--- src/rtl/slide_sequencer_if.sv ---
// Slide sequencer bus: random source and frame pulse in, rectangle descriptor out.
// master = sequencer side, slave = environment/consumer side.
interface slide_sequencer_if #(
  parameter int WIDTH = 8
);
  logic             frame_tick;
  logic [WIDTH:0]   rnd_in;
  logic             desc_ready;
  logic             desc_valid;
  logic [WIDTH:0]   rect_x;
  logic [WIDTH:0]   rect_y;
  logic [WIDTH:0]   rect_w;
  logic [WIDTH:0]   rect_h;
  logic [7:0]       slide_idx;
  logic             beep_en;

  modport master (
    input  frame_tick, rnd_in, desc_ready,
    output desc_valid, rect_x, rect_y, rect_w, rect_h, slide_idx, beep_en
  );

  modport slave (
    output frame_tick, rnd_in, desc_ready,
    input  desc_valid, rect_x, rect_y, rect_w, rect_h, slide_idx, beep_en
  );
endinterface

--- src/rtl/slide_sequencer.sv ---
// Samples a random rectangle, clamps it on screen, presents it with valid/ready, then waits N frames.
// Optional tone enable after each accepted slide when SLIDE_SEQUENCER_BEEP_EN is defined.
module slide_sequencer #(
  parameter int WIDTH        = 8,
  parameter int LIMIT        = 255,
  parameter int MIN_SIZE     = 8,
  parameter int SAMPLE_GAP   = 3,
  parameter int SLIDE_FRAMES = 60
) (
  input  logic              clk,
  input  logic              rst,
  slide_sequencer_if.master bus
);

  localparam int GW = (SAMPLE_GAP > 1) ? $clog2(SAMPLE_GAP) : 1;
  localparam int FW = (SLIDE_FRAMES > 1) ? $clog2(SLIDE_FRAMES) : 1;

  localparam logic [GW-1:0]  GAP_LAST = GW'(SAMPLE_GAP - 1);
  localparam logic [GW-1:0]  GAP_ONE  = GW'(1);
  localparam logic [FW-1:0]  FRM_LAST = FW'(SLIDE_FRAMES - 1);
  localparam logic [FW-1:0]  FRM_ONE  = FW'(1);
  localparam logic [WIDTH:0] MIN_W    = (WIDTH+1)'(MIN_SIZE);
  localparam logic [WIDTH:0] LIM_W    = (WIDTH+1)'(LIMIT);
  localparam logic [WIDTH:0] EDGE_W   = (WIDTH+1)'(LIMIT - MIN_SIZE);
  localparam logic [WIDTH+1:0] LIM_S  = (WIDTH+2)'(LIMIT);

  typedef enum logic [2:0] {
    IDLE,
    SAMP,
    CLAMP,
    PRESENT,
    WAIT
  } state_t;

  typedef struct packed {
    logic [WIDTH:0] pos;
    logic [WIDTH:0] len;
  } axis_t;

  state_t         state;
  state_t         next_state;
  logic           capture;
  logic           handshake;

  logic [GW-1:0]  gap_cnt;
  logic [1:0]     smp_idx;
  logic [FW-1:0]  frame_cnt;
  logic [WIDTH:0] smp_x;
  logic [WIDTH:0] smp_y;
  logic [WIDTH:0] smp_w;
  logic [WIDTH:0] smp_h;

  logic           valid_q;
  logic [WIDTH:0] rect_x_q;
  logic [WIDTH:0] rect_y_q;
  logic [WIDTH:0] rect_w_q;
  logic [WIDTH:0] rect_h_q;
  logic [7:0]     slide_idx_q;

  axis_t          clamp_x;
  axis_t          clamp_y;

  // Positions beyond LIMIT-MIN_SIZE (including those past LIMIT) snap to the last fitting slot.
  function automatic axis_t clamp_axis(input logic [WIDTH:0] pos, input logic [WIDTH:0] len);
    axis_t            res;
    logic [WIDTH:0]   len_min;
    logic [WIDTH+1:0] sum;
    len_min = (len < MIN_W) ? MIN_W : len;
    sum     = {1'b0, pos} + {1'b0, len_min};
    res.pos = pos;
    res.len = len_min;
    if (sum > LIM_S) begin
      if (pos > EDGE_W) begin
        res.pos = EDGE_W;
        res.len = MIN_W;
      end else begin
        res.len = LIM_W - pos;
      end
    end
    return res;
  endfunction

  assign clamp_x = clamp_axis(smp_x, smp_w);
  assign clamp_y = clamp_axis(smp_y, smp_h);

  always_ff @(posedge clk) begin
    if (!rst) begin
      state <= IDLE;
    end else begin
      state <= next_state;
    end
  end

  always_comb begin
    next_state = state;
    capture    = 1'b0;
    handshake  = 1'b0;
    case (state)
      IDLE: begin
        next_state = SAMP;
      end
      SAMP: begin
        if (gap_cnt == '0) begin
          capture = 1'b1;
          if (smp_idx == 2'd3) begin
            next_state = CLAMP;
          end
        end
      end
      CLAMP: begin
        next_state = PRESENT;
      end
      PRESENT: begin
        if (valid_q && bus.desc_ready) begin
          handshake  = 1'b1;
          next_state = WAIT;
        end
      end
      WAIT: begin
        if (bus.frame_tick && (frame_cnt == FRM_LAST)) begin
          next_state = SAMP;
        end
      end
      default: begin
        next_state = IDLE;
      end
    endcase
  end

  always_ff @(posedge clk) begin
    if (!rst) begin
      gap_cnt     <= '0;
      smp_idx     <= '0;
      frame_cnt   <= '0;
      smp_x       <= '0;
      smp_y       <= '0;
      smp_w       <= '0;
      smp_h       <= '0;
      valid_q     <= 1'b0;
      rect_x_q    <= '0;
      rect_y_q    <= '0;
      rect_w_q    <= '0;
      rect_h_q    <= '0;
      slide_idx_q <= '0;
    end else begin
      // Gap counter and sample index restart on every SAMP entry.
      if (state == SAMP) begin
        gap_cnt <= (gap_cnt == GAP_LAST) ? '0 : gap_cnt + GAP_ONE;
        if (capture) begin
          case (smp_idx)
            2'd0: smp_x <= bus.rnd_in;
            2'd1: smp_y <= bus.rnd_in;
            2'd2: smp_w <= bus.rnd_in;
            2'd3: smp_h <= bus.rnd_in;
          endcase
          smp_idx <= smp_idx + 2'd1;
        end
      end else begin
        gap_cnt <= '0;
        smp_idx <= '0;
      end

      if (state == CLAMP) begin
        rect_x_q <= clamp_x.pos;
        rect_w_q <= clamp_x.len;
        rect_y_q <= clamp_y.pos;
        rect_h_q <= clamp_y.len;
        valid_q  <= 1'b1;
      end

      if (handshake) begin
        valid_q     <= 1'b0;
        slide_idx_q <= slide_idx_q + 8'd1;
        frame_cnt   <= '0;
      end else if ((state == WAIT) && bus.frame_tick) begin
        frame_cnt <= (frame_cnt == FRM_LAST) ? '0 : frame_cnt + FRM_ONE;
      end
    end
  end

  assign bus.desc_valid = valid_q;
  assign bus.rect_x     = rect_x_q;
  assign bus.rect_y     = rect_y_q;
  assign bus.rect_w     = rect_w_q;
  assign bus.rect_h     = rect_h_q;
  assign bus.slide_idx  = slide_idx_q;

`ifdef SLIDE_SEQUENCER_BEEP_EN
  logic beep_q;

  // High from the cycle after acceptance through the first counted frame.
  always_ff @(posedge clk) begin
    if (!rst) begin
      beep_q <= 1'b0;
    end else if (handshake) begin
      beep_q <= 1'b1;
    end else if ((state == WAIT) && bus.frame_tick) begin
      beep_q <= 1'b0;
    end
  end

  assign bus.beep_en = beep_q;
`else
  assign bus.beep_en = 1'b0;
`endif

endmodule

--- src/flat_wrapper.sv ---
// flat-port wrapper written by rule: the top's interface ports become plain ports
module slide_sequencer_flat 
#(
  parameter int WIDTH        = 8,
  parameter int LIMIT        = 255,
  parameter int MIN_SIZE     = 8,
  parameter int SAMPLE_GAP   = 3,
  parameter int SLIDE_FRAMES = 60
)
  (clk, rst, bus_frame_tick, bus_rnd_in, bus_desc_ready, bus_desc_valid, bus_rect_x, bus_rect_y, bus_rect_w, bus_rect_h, bus_slide_idx, bus_beep_en);
  slide_sequencer_if #(.WIDTH(WIDTH)) bus_i ();
  input  logic clk;
  input  logic rst;
  input wire logic [$bits(bus_i.frame_tick)-1:0] bus_frame_tick;
  input wire logic [$bits(bus_i.rnd_in)-1:0] bus_rnd_in;
  input wire logic [$bits(bus_i.desc_ready)-1:0] bus_desc_ready;
  output wire logic [$bits(bus_i.desc_valid)-1:0] bus_desc_valid;
  output wire logic [$bits(bus_i.rect_x)-1:0] bus_rect_x;
  output wire logic [$bits(bus_i.rect_y)-1:0] bus_rect_y;
  output wire logic [$bits(bus_i.rect_w)-1:0] bus_rect_w;
  output wire logic [$bits(bus_i.rect_h)-1:0] bus_rect_h;
  output wire logic [$bits(bus_i.slide_idx)-1:0] bus_slide_idx;
  output wire logic [$bits(bus_i.beep_en)-1:0] bus_beep_en;
  assign bus_i.frame_tick = bus_frame_tick;
  assign bus_i.rnd_in = bus_rnd_in;
  assign bus_i.desc_ready = bus_desc_ready;
  assign bus_desc_valid = bus_i.desc_valid;
  assign bus_rect_x = bus_i.rect_x;
  assign bus_rect_y = bus_i.rect_y;
  assign bus_rect_w = bus_i.rect_w;
  assign bus_rect_h = bus_i.rect_h;
  assign bus_slide_idx = bus_i.slide_idx;
  assign bus_beep_en = bus_i.beep_en;
  slide_sequencer #(.WIDTH(WIDTH), .LIMIT(LIMIT), .MIN_SIZE(MIN_SIZE), .SAMPLE_GAP(SAMPLE_GAP), .SLIDE_FRAMES(SLIDE_FRAMES)) u_core (.clk(clk), .rst(rst), .bus(bus_i));
endmodule
--- config.mk ---
export PLATFORM = sky130hd
export DESIGN_NAME = slide_sequencer_flat
export DESIGN_NICKNAME = d
export VERILOG_FILES = /design/src/rtl/slide_sequencer_if.sv /design/src/rtl/slide_sequencer.sv /design/src/flat_wrapper.sv
export SDC_FILE = /design/constraint.sdc
export NUM_CORES = 1
export LEC_CHECK = 0
export ABC_AREA = 1
export CAP_MARGIN = 30
export CELL_PAD_IN_SITES_DETAIL_PLACEMENT = 0
export CELL_PAD_IN_SITES_GLOBAL_PLACEMENT = 1
export CORE_MARGIN = 5
export CORE_UTILIZATION = 44
export DETAILED_ROUTE_END_ITERATION = 7
export PLACE_DENSITY = 0.91
export SYNTH_ARGS = -nofsm -noshare
export SYNTH_HDL_FRONTEND = slang
export SYNTH_SLANG_ARGS = --single-unit
--- constraint.sdc ---
create_clock -name clk -period 3.6 [get_ports clk]
set_input_delay 0.72 -clock clk [delete_from_list [all_inputs] [get_ports clk]]
set_output_delay 0.72 -clock clk [all_outputs]
set_load 0.02 [all_outputs]
==> results of run 1 <==
==> cell families (layout without fill, tap and decap cells) <==
kind of cell,count (synthesis),count (layout),share of synthesized area
buffers and inverters,115,162,0.0986
adders and majority gates,28,28,0.0780
xor gates and xnor gates,2,2,0.00374
and+or+nand+nor,238,238,0.236
DFF,94,94,0.402
AOI/OAI and AO/OA,156,156,0.181
other,1,1,0.000801
==> area by class of cell <==
type | count | area, um^2
clock buffer | 10 | 128
fill | 1025 | 4870
sequential | 94 | 1880
timing repair buffer | 60 | 593
inverter | 86 | 323
clock inverter | 6 | 61.3
multi-input combinational | 425 | 2340
tap | 136 | 170
==> power by group through the flow <==
stage	clock [uW]	combinational, uW	sequential [uW]
CTS	704	1040	1310
global route	752	1170	1330
global placement	0	1020	1330
finish	685	1050	1310
detailed placement	0	1040	1340
floorplan	0	648	1390
==> flip-flops by register name (all words and copies together) (netlist names), 3 cells and up <==
| register | count |
|---|---|
| u_core.smp_x | 9 |
| u_core.smp_w | 9 |
| u_core.bus.rect_h | 9 |
| u_core.bus.rect_y | 9 |
| u_core.bus.rect_x | 9 |
| u_core.smp_h | 9 |
| u_core.bus.slide_idx | 8 |
| u_core.bus.rect_w | 9 |
| u_core.frame_cnt | 6 |
| u_core.state | 3 |
| u_core.smp_y | 9 |
==> cell usage after synthesis (4+ instances only) <==
master    number  area (um^2)
nand2_1      117          439
dfxtp_1       94         1880
a21oi_1       77          385
inv_1         74          278
nor2_1        38          143
nand3_1       33          165
o21ai_0       31          155
o21ai_1       30          150
ha_1          26          325
nand4_1       21          131
clkbuf_1      18         67.6
inv_2         11         41.3
nor3_1         7         35.0
o21bai_1       7         52.6
buf_2          6         30.0
o21a_1         5         37.5
buf_4          4         30.0
nand2_2        4         25.0
nand3_2        4         40.0
==> critical path, delay by kind of cell (launching register included) <==
| kind | cells | cell delay, ns |
|---|---|---|
| AO/OA/AOI/OAI | 1 | 0.22 |
| adder cells (fa/ha/maj) | 2 | 0.61 |
| AND/OR/NAND/NOR | 11 | 1.42 |
| flip-flops | 1 | 0.35 |
| buffers and inverters | 2 | 0.10 |
==> per-layer routing <==
metal	track usage	share of wire	wire (um)
met4	0.0425	0.011	131
met2	0.298	0.45	5190
met5	0	0	0
met1	0.247	0.48	5490
met3	0.0508	0.059	677
==> path summary, 6_finish.rpt <==
check | to | slack [ns] | cells past startpoint
min reg2reg | u_core.gap_cnt[0] | 0.42 | 1
max reg2reg | u_core.bus.rect_x[0] | 0.79 | 16
min | u_core.gap_cnt[0] | 0.42 | 1
max | u_core.bus.rect_x[0] | 0.79 | 16
==> metrics by stage <==
step                hold slack [ns]  area [um^2]
global route                  0.457         5500
CTS                           0.422         5500
global placement              0.406         5310
finish                        0.418         5500
detailed placement            0.409         5310
floorplan                     0.397         4680
==> impl_metrics.ini, run 1 <==
[status]
outcome = finished clean

[timing]
slew_viol_final = 0
post-route-period-util = 0.781
fin_crit_ns = 2.81
relSlewSlack = 0.521
skew_ns = 0.00919
finalSetupViolCount = 0
fmax_mhz = 356
worst_pin_slew_ns = 0.714
rsz0062_at_grt = no
setup_tns_ns = 0
setup_ws_ns = 0.789
finalHoldViolations = 0

[power_and_ir_drop]
power.density_nw_per_um2 = 553
power_uw = 3040
ir_drop_mv = 0.248
pwr-share-seq = 0.431
p_leak_uw = 0.00239
clkPwrFrac = 0.225
internal_power_uw = 1900
p_comb_frac = 0.344
switching_share = 0.376
p_sw_uw = 1140

[worst_hold_path]
hp-class = register to register
hold_start = u_core.gap_cnt[0]

[route]
viasPerCell = 5.13
drc = 0
first_pass_iters = 4
drt_iter0_drc = 259
vias = 4190
drt_wl_total_mm = 11.5
ant_nets = 0
wl_per_cell_um = 14.1

[clock_tree]
cts_tree = yes
numCtsBuffers = 9
max-clock-path-buffers = 2
cts_htree_levels = 3
holdBufCountCts = 0
clk_latency_ns = 0.36
cts_setup_buffers = 0
clk_pin_slew_worst_paths_ns = 0.09
cts_num_sinks = 94
ctsRootBufferMaster = clkbuf_8
cts-resized-gates = 0

[worst_setup_path]
crit_fanout = 11
r2r_start = u_core.smp_w[8]
cpPeakStageDelay_ns = 0.39
cpMostUsedCell = nand2_1
cp_slowest_cell = fa_1
cp-end-kind = register
path_cells = nor2_1 > nand4_1 > nand2_1 > inv_1 > ha_1 > fa_1 > nand3_1 > nand2_1 > nand2_1 > nand2_1 > nand2_2 > nand3_2 > nand2_1 > nand2_1 > o21bai_1 > inv_1
critPathKind = register to register
critPathArrivalTime_ns = 3.07
setup.worst_path.start_class = register
crit_start = u_core.smp_w[8]
cp.required_ns = 3.86

[placed_design]
io_buffers = 57
place_inst = 801
globalplace.congestion = 0.885
dp_hpwl_mm = 8.80
dp_slack_ns = 0.839

[logic_synthesis]
synth_ff_type = dfxtp_1
syn-num-nets = 675
synth_edf_count = 0
netlist_area_um2 = 4680
ys_async_sr_fraction = 0
synth_seq_area_share = 0.402
synth.distinct_cells = 37
synth-seq-cells = 94
syn_area_per_cell_um2 = 7.39
syn_inst = 634
synth-warning-count = 0

[cells_and_area]
final_cells = 817
antennaDiodeCount = 0
final_util = 0.531
final_cell_mix = nand2_1 (117), dfxtp_1 (94), a21oi_1 (77)
nets = 717
layout-drive-gt1-share = 0.0749
syn2layout_area_growth_pct = 17.5
final_common_cell = nand2_1

[floorplan]
initial_utilization = 0.452
num_rows = 37
die_x_um = 113
fp.coreArea_um2 = 10400
die_area_um2 = 12800
fp.dieH_um = 113
io-pin-count = 59

[grt]
grt_pass1_wl_mm = 19.2
grt_max_degree = 58
track_usage = 0.185
grt-ovfl-total = 0
grt_pass1_vias = 3901
antenna_found_initial = 0

[job]
drv_cap = 0
Note: power is estimated with default switching activity, not from simulation.
==> inputs of run 2 (changes only) <==
Settings changed: CORE_UTILIZATION 44 to 40, PLACE_DENSITY 0.91 to 0.84.
Clock period 3.6 ns to 2.6 ns, I/O delays scaled along.
==> run 2 against run 1 <==
Against the previous run: utilization is 2.6 points lower; largest cell class unchanged; power is 53% higher; sequential share of layout area is 1.7 points lower; clock skew is 0.0026 ns lower; cell count is 2.2% higher; die area is 9.1% higher; setup slack worse by 0.60 ns; combinational power is 44% higher; cell area is 5.3% higher; global-route usage is 1.2 points lower; via count is 2.8% higher; critical path depth is 1 higher.
==> impl_metrics.ini, run 2 (synthesis gave the netlist of run 1 again) <==
[grt]
grt_max_degree = 47
track_usage = 0.173
antenna_found_initial = 0
grt_pass1_vias = 4122
grt_pass1_wl_mm = 20.2
grt-ovfl-total = 0

[cells_and_area]
ff_latch_area_um2 = 1880
final_cells = 835
syn2layout_area_growth_pct = 23.6
nets = 728
layout-drive-gt1-share = 0.110
final_cell_mix = nand2_1 (113), dfxtp_1 (92), a21oi_1 (75)
final_util = 0.505
multi_input_area_um2 = 2410
antennaDiodeCount = 0
final_common_cell = nand2_1
fillers = 1143

[clock_tree]
cts_htree_levels = 3
cts_num_sinks = 94
max-clock-path-buffers = 2
cts_tree = yes
clk_pin_slew_worst_paths_ns = 0.07
clk_latency_ns = 0.34
numCtsBuffers = 9
ctsRootBufferMaster = clkbuf_16

[worst_setup_path]
crit_fanout = 10
reg2reg_to = u_core.bus.rect_w[6]
cp-end-kind = register
r2r_start = u_core.smp_w[8]
cp.required_ns = 2.84
critPathKind = register to register
setup.worst_path.start_class = register
critPathArrivalTime_ns = 2.65
rr_worst_depth = 17
ff2ff_setup_slack_ns = 0.19

[route]
drt_iter0_drc = 280
ant_nets = 0
drt_wl_total_mm = 12.1
drc = 0
vias = 4309
viasPerCell = 5.16
wl_per_cell_um = 14.5
first_pass_iters = 4

[timing]
fin_crit_ns = 2.41
finalHoldViolations = 0
slew_viol_final = 0
finalSetupViolCount = 0
fmax_mhz = 415
skew_ns = 0.00664
setup_ws_ns = 0.191
post-route-period-util = 0.927

[floorplan]
die_x_um = 118
die_area_um2 = 14000
fp.coreArea_um2 = 11500
io-pin-count = 59
num_rows = 39
fp.dieH_um = 118
initial_utilization = 0.408

[worst_hold_path]
min_to = u_core.gap_cnt[0]
holdPathStages = 1
hold_start = u_core.gap_cnt[0]
hp-class = register to register

[power_and_ir_drop]
internal_power_uw = 3010
power.density_nw_per_um2 = 806
switching_share = 0.356
ir_drop_mv = 0.604
pwr-share-seq = 0.389
clkPwrFrac = 0.288
p_leak_uw = 0.00251
p_comb_frac = 0.323
p_sw_uw = 1660

[placed_design]
io_buffers = 57
dp_slack_ns = 0.0880
dp_hpwl_mm = 9.12
place_inst = 813
globalplace.congestion = 0.886

[job]
drv_cap = 0

[status]
outcome = finished clean
run 2: timing repair:
action	CTS	global route
gates resized for setup	0	20
hold buffers	0	0
setup buffers	0	5
endpoints found under the setup margin	0	34
run 2: worst max path at each step:
stage	from	to	slack, ns	cells after the start
after floorplan	u_core.smp_w[8]	u_core.bus.rect_w[3]	0.36	17
after global placement	u_core.smp_h[4]	u_core.bus.rect_y[2]	0.14	16
after detailed placement	u_core.smp_h[4]	u_core.bus.rect_y[1]	0.09	16
after CTS	u_core.smp_h[4]	u_core.bus.rect_y[1]	0.07	16
after global routing	u_core.smp_w[8]	u_core.bus.rect_x[2]	-0.05	16
final	u_core.smp_w[8]	u_core.bus.rect_w[6]	0.19	17
run 2: layout make-up:
cell class                      instances  share of cell area
Multi-Input combinational cell        426               0.417
Clock buffer                           10              0.0413
Timing Repair Buffer                   70               0.118
Clock inverter                          6              0.0119
Tap cell                              143              0.0309
Inverter                               86              0.0557
Sequential cell                        94               0.325
run 2: critical path, cell delays in order (launching register included):
cell     delay, ns
dfxtp_2       0.35
nor2_2        0.11
nand4_1       0.16
nand2_1       0.13
inv_1         0.05
ha_1          0.22
fa_2          0.36
nand3_1       0.09
nand2_1       0.06
nand2_2       0.09
nand2_1       0.07
nand2_2       0.08
nand3_2       0.11
buf_6         0.17
nand3_1       0.06
nand3_1       0.09
nand2_1       0.08
inv_1         0.03
run 2: per-layer routing:
metal / up-vias / wire (um) / track usage
li1: 2199 / - / -
met1: 1982 / 5680 / 0.232
met2: 110 / 5480 / 0.270
met3: 18 / 718 / 0.0468
met4: 0 / 244 / 0.0581
met5: - / 0 / 0
run 2: power groups by stage:
stage	Clock [uW]	Combinational (uW)	Sequential [uW]
3_3_place_gp	0	1440	1840
3_5_place_dp	0	1470	1840
4_1_cts	1390	1470	1810
2_1_floorplan	0	898	1920
6_report	1350	1510	1820
5_1_grt	1450	1680	1840
run 2: through the flow:
step	instance area [um^2]	power, uW	TNS [ns]	hold slack [ns]
2_1_floorplan	4680	2820	0	0.397
3_3_place_gp	5370	3280	0	0.406
3_5_place_dp	5370	3310	0	0.419
4_1_cts	5680	4680	0	0.434
5_1_grt	5790	4980	-0.224	0.469
6_report	5790	4670	0	0.438
==> inputs of run 3 (changes only) <==
Settings changed: MAX_ROUTING_LAYER set to met4.
==> run 3 against run 2 <==
Against the previous run: die area unchanged; critical endpoint is now u_core.bus.rect_h[3]; clock power increased by 7%; setup slack got worse by 0.080 ns; critical path depth unchanged; clock skew decreased by 0.0014 ns; sequential power about the same; wire length about the same; flip-flop and latch count unchanged; clock-buffer cell count increased by 1; first-iteration DRC count increased by 8.6%; register-to-register slack got worse by 0.08 ns; sequential share of layout area decreased by 0.18 points.
==> impl_metrics.ini, run 3 (synthesis gave the netlist of run 1 again) <==
[grt]
antenna_found_initial = 0
grt_pass1_wl_mm = 20.1
track_usage = 0.177
grt_pass1_vias = 4076
grt_max_degree = 55
grt-ovfl-total = 0

[clock_tree]
max-clock-path-buffers = 2
ctsRootBufferMaster = clkbuf_16
cts_num_sinks = 94
cts_htree_levels = 3
cts_tree = yes
numCtsBuffers = 9
clk_pin_slew_worst_paths_ns = 0.07
clk_latency_ns = 0.34

[placed_design]
globalplace.congestion = 0.900
io_buffers = 57
dp_hpwl_mm = 9.14
dp_slack_ns = 0.0331

[worst_setup_path]
critPathKind = register to register
critPathArrivalTime_ns = 2.73
crit_start = u_core.smp_h[6]
crit_fanout = 6
rr_worst_depth = 17
setup.worst_path.start_class = register
ff2ff_setup_slack_ns = 0.11
cp-end-kind = register
cp.required_ns = 2.84
r2r_start = u_core.smp_h[6]

[timing]
finalSetupViolCount = 0
finalHoldViolations = 0
slew_viol_final = 0
post-route-period-util = 0.957
skew_ns = 0.00521
setup_ws_ns = 0.111
fmax_mhz = 402
fin_crit_ns = 2.49
hold_ws_ns = 0.426

[status]
outcome = finished clean

[route]
ant_nets = 0
drt_wl_total_mm = 12.1
wl_per_cell_um = 14.5
first_pass_iters = 6
drt_iter0_drc = 304
vias = 4321
viasPerCell = 5.17
drc = 0

[cells_and_area]
fillers = 1119
layout-drive-gt1-share = 0.102
final_cell_mix = nand2_1 (113), dfxtp_1 (93), a21oi_1 (77)
syn2layout_area_growth_pct = 24.2
antennaDiodeCount = 0
final_common_cell = nand2_1
nets = 729

[power_and_ir_drop]
power.density_nw_per_um2 = 825
ir_drop_mv = 0.529
p_leak_uw = 0.00253

[worst_hold_path]
hp-class = register to register
holdPathStages = 1
hold_start = u_core.gap_cnt[0]

[floorplan]
io-pin-count = 59
die_area_um2 = 14000
fp.dieH_um = 118
die_x_um = 118
num_rows = 39
initial_utilization = 0.408
fp.coreArea_um2 = 11500

[job]
drv_cap = 0
## run 3: timing repair
action / CTS / global route
hold buffers: 0 / 0
setup endpoints to repair: 0 / 34
setup buffers: 0 / 7
resized for setup: 0 / 12
## run 3: critical path, stage by stage, from the launching register on
cell and delay (ns):
dfxtp_1 0.35, nor2_1 0.12, nand4_1 0.18, nand2_2 0.14, inv_1 0.05, ha_1 0.21, fa_1 0.37, nand2_1 0.08
nand2_1 0.05, nand3_1 0.12, nand2_1 0.09, nand2_2 0.09, nand3_4 0.10, buf_4 0.16, o21ai_1 0.07, nand3_1 0.10
nand2_1 0.07, inv_1 0.03
## run 3: final timing paths
| path | end |
|---|---|
| worst min-delay path | u_core.gap_cnt[0] |
| worst max register to register | u_core.bus.rect_h[3] |
| worst max-delay path | u_core.bus.rect_h[3] |
| worst min register to register | u_core.gap_cnt[0] |
## run 3: stage by stage
stage                util  setup TNS, ns  std cells  instance area [um^2]  total power (uW)
finish              0.507              0        836                  5820              4800
floorplan               -              0        634                  4680              2820
detailed placement  0.470              0        813                  5380              3330
global placement    0.470              0        813                  5380              3310
CTS                 0.499              0        829                  5720              4780
global route        0.507        -0.0271        836                  5820              5070
## run 3: routing by layer
layer / GRT usage / share of wire / vias up
li1: - / - / 2195
met1: 0.242 / 0.48 / 1968
met2: 0.274 / 0.44 / 144
met3: 0.0401 / 0.066 / 14
met4: 0.0315 / 0.011 / 0
met5: - / 0 / -
## run 3: report_power, final
| group | internal [uW] | switching [uW] | leakage, uW |
|---|---|---|---|
| sequential | 1650 | 168 | 0.000763 |
| combinational | 586 | 944 | 0.00160 |
| clock | 895 | 554 | 0.000162 |
## run 3: layout make-up
class,instances,area (um^2),area share
repair buffers,72,712,0.122
multi-input cells,425,2390,0.410
clock inverters,5,81.3,0.0140
flip-flops and latches,94,1880,0.324
clock buffers,11,253,0.0434
inverters,86,323,0.0555
well taps,143,179,0.0308
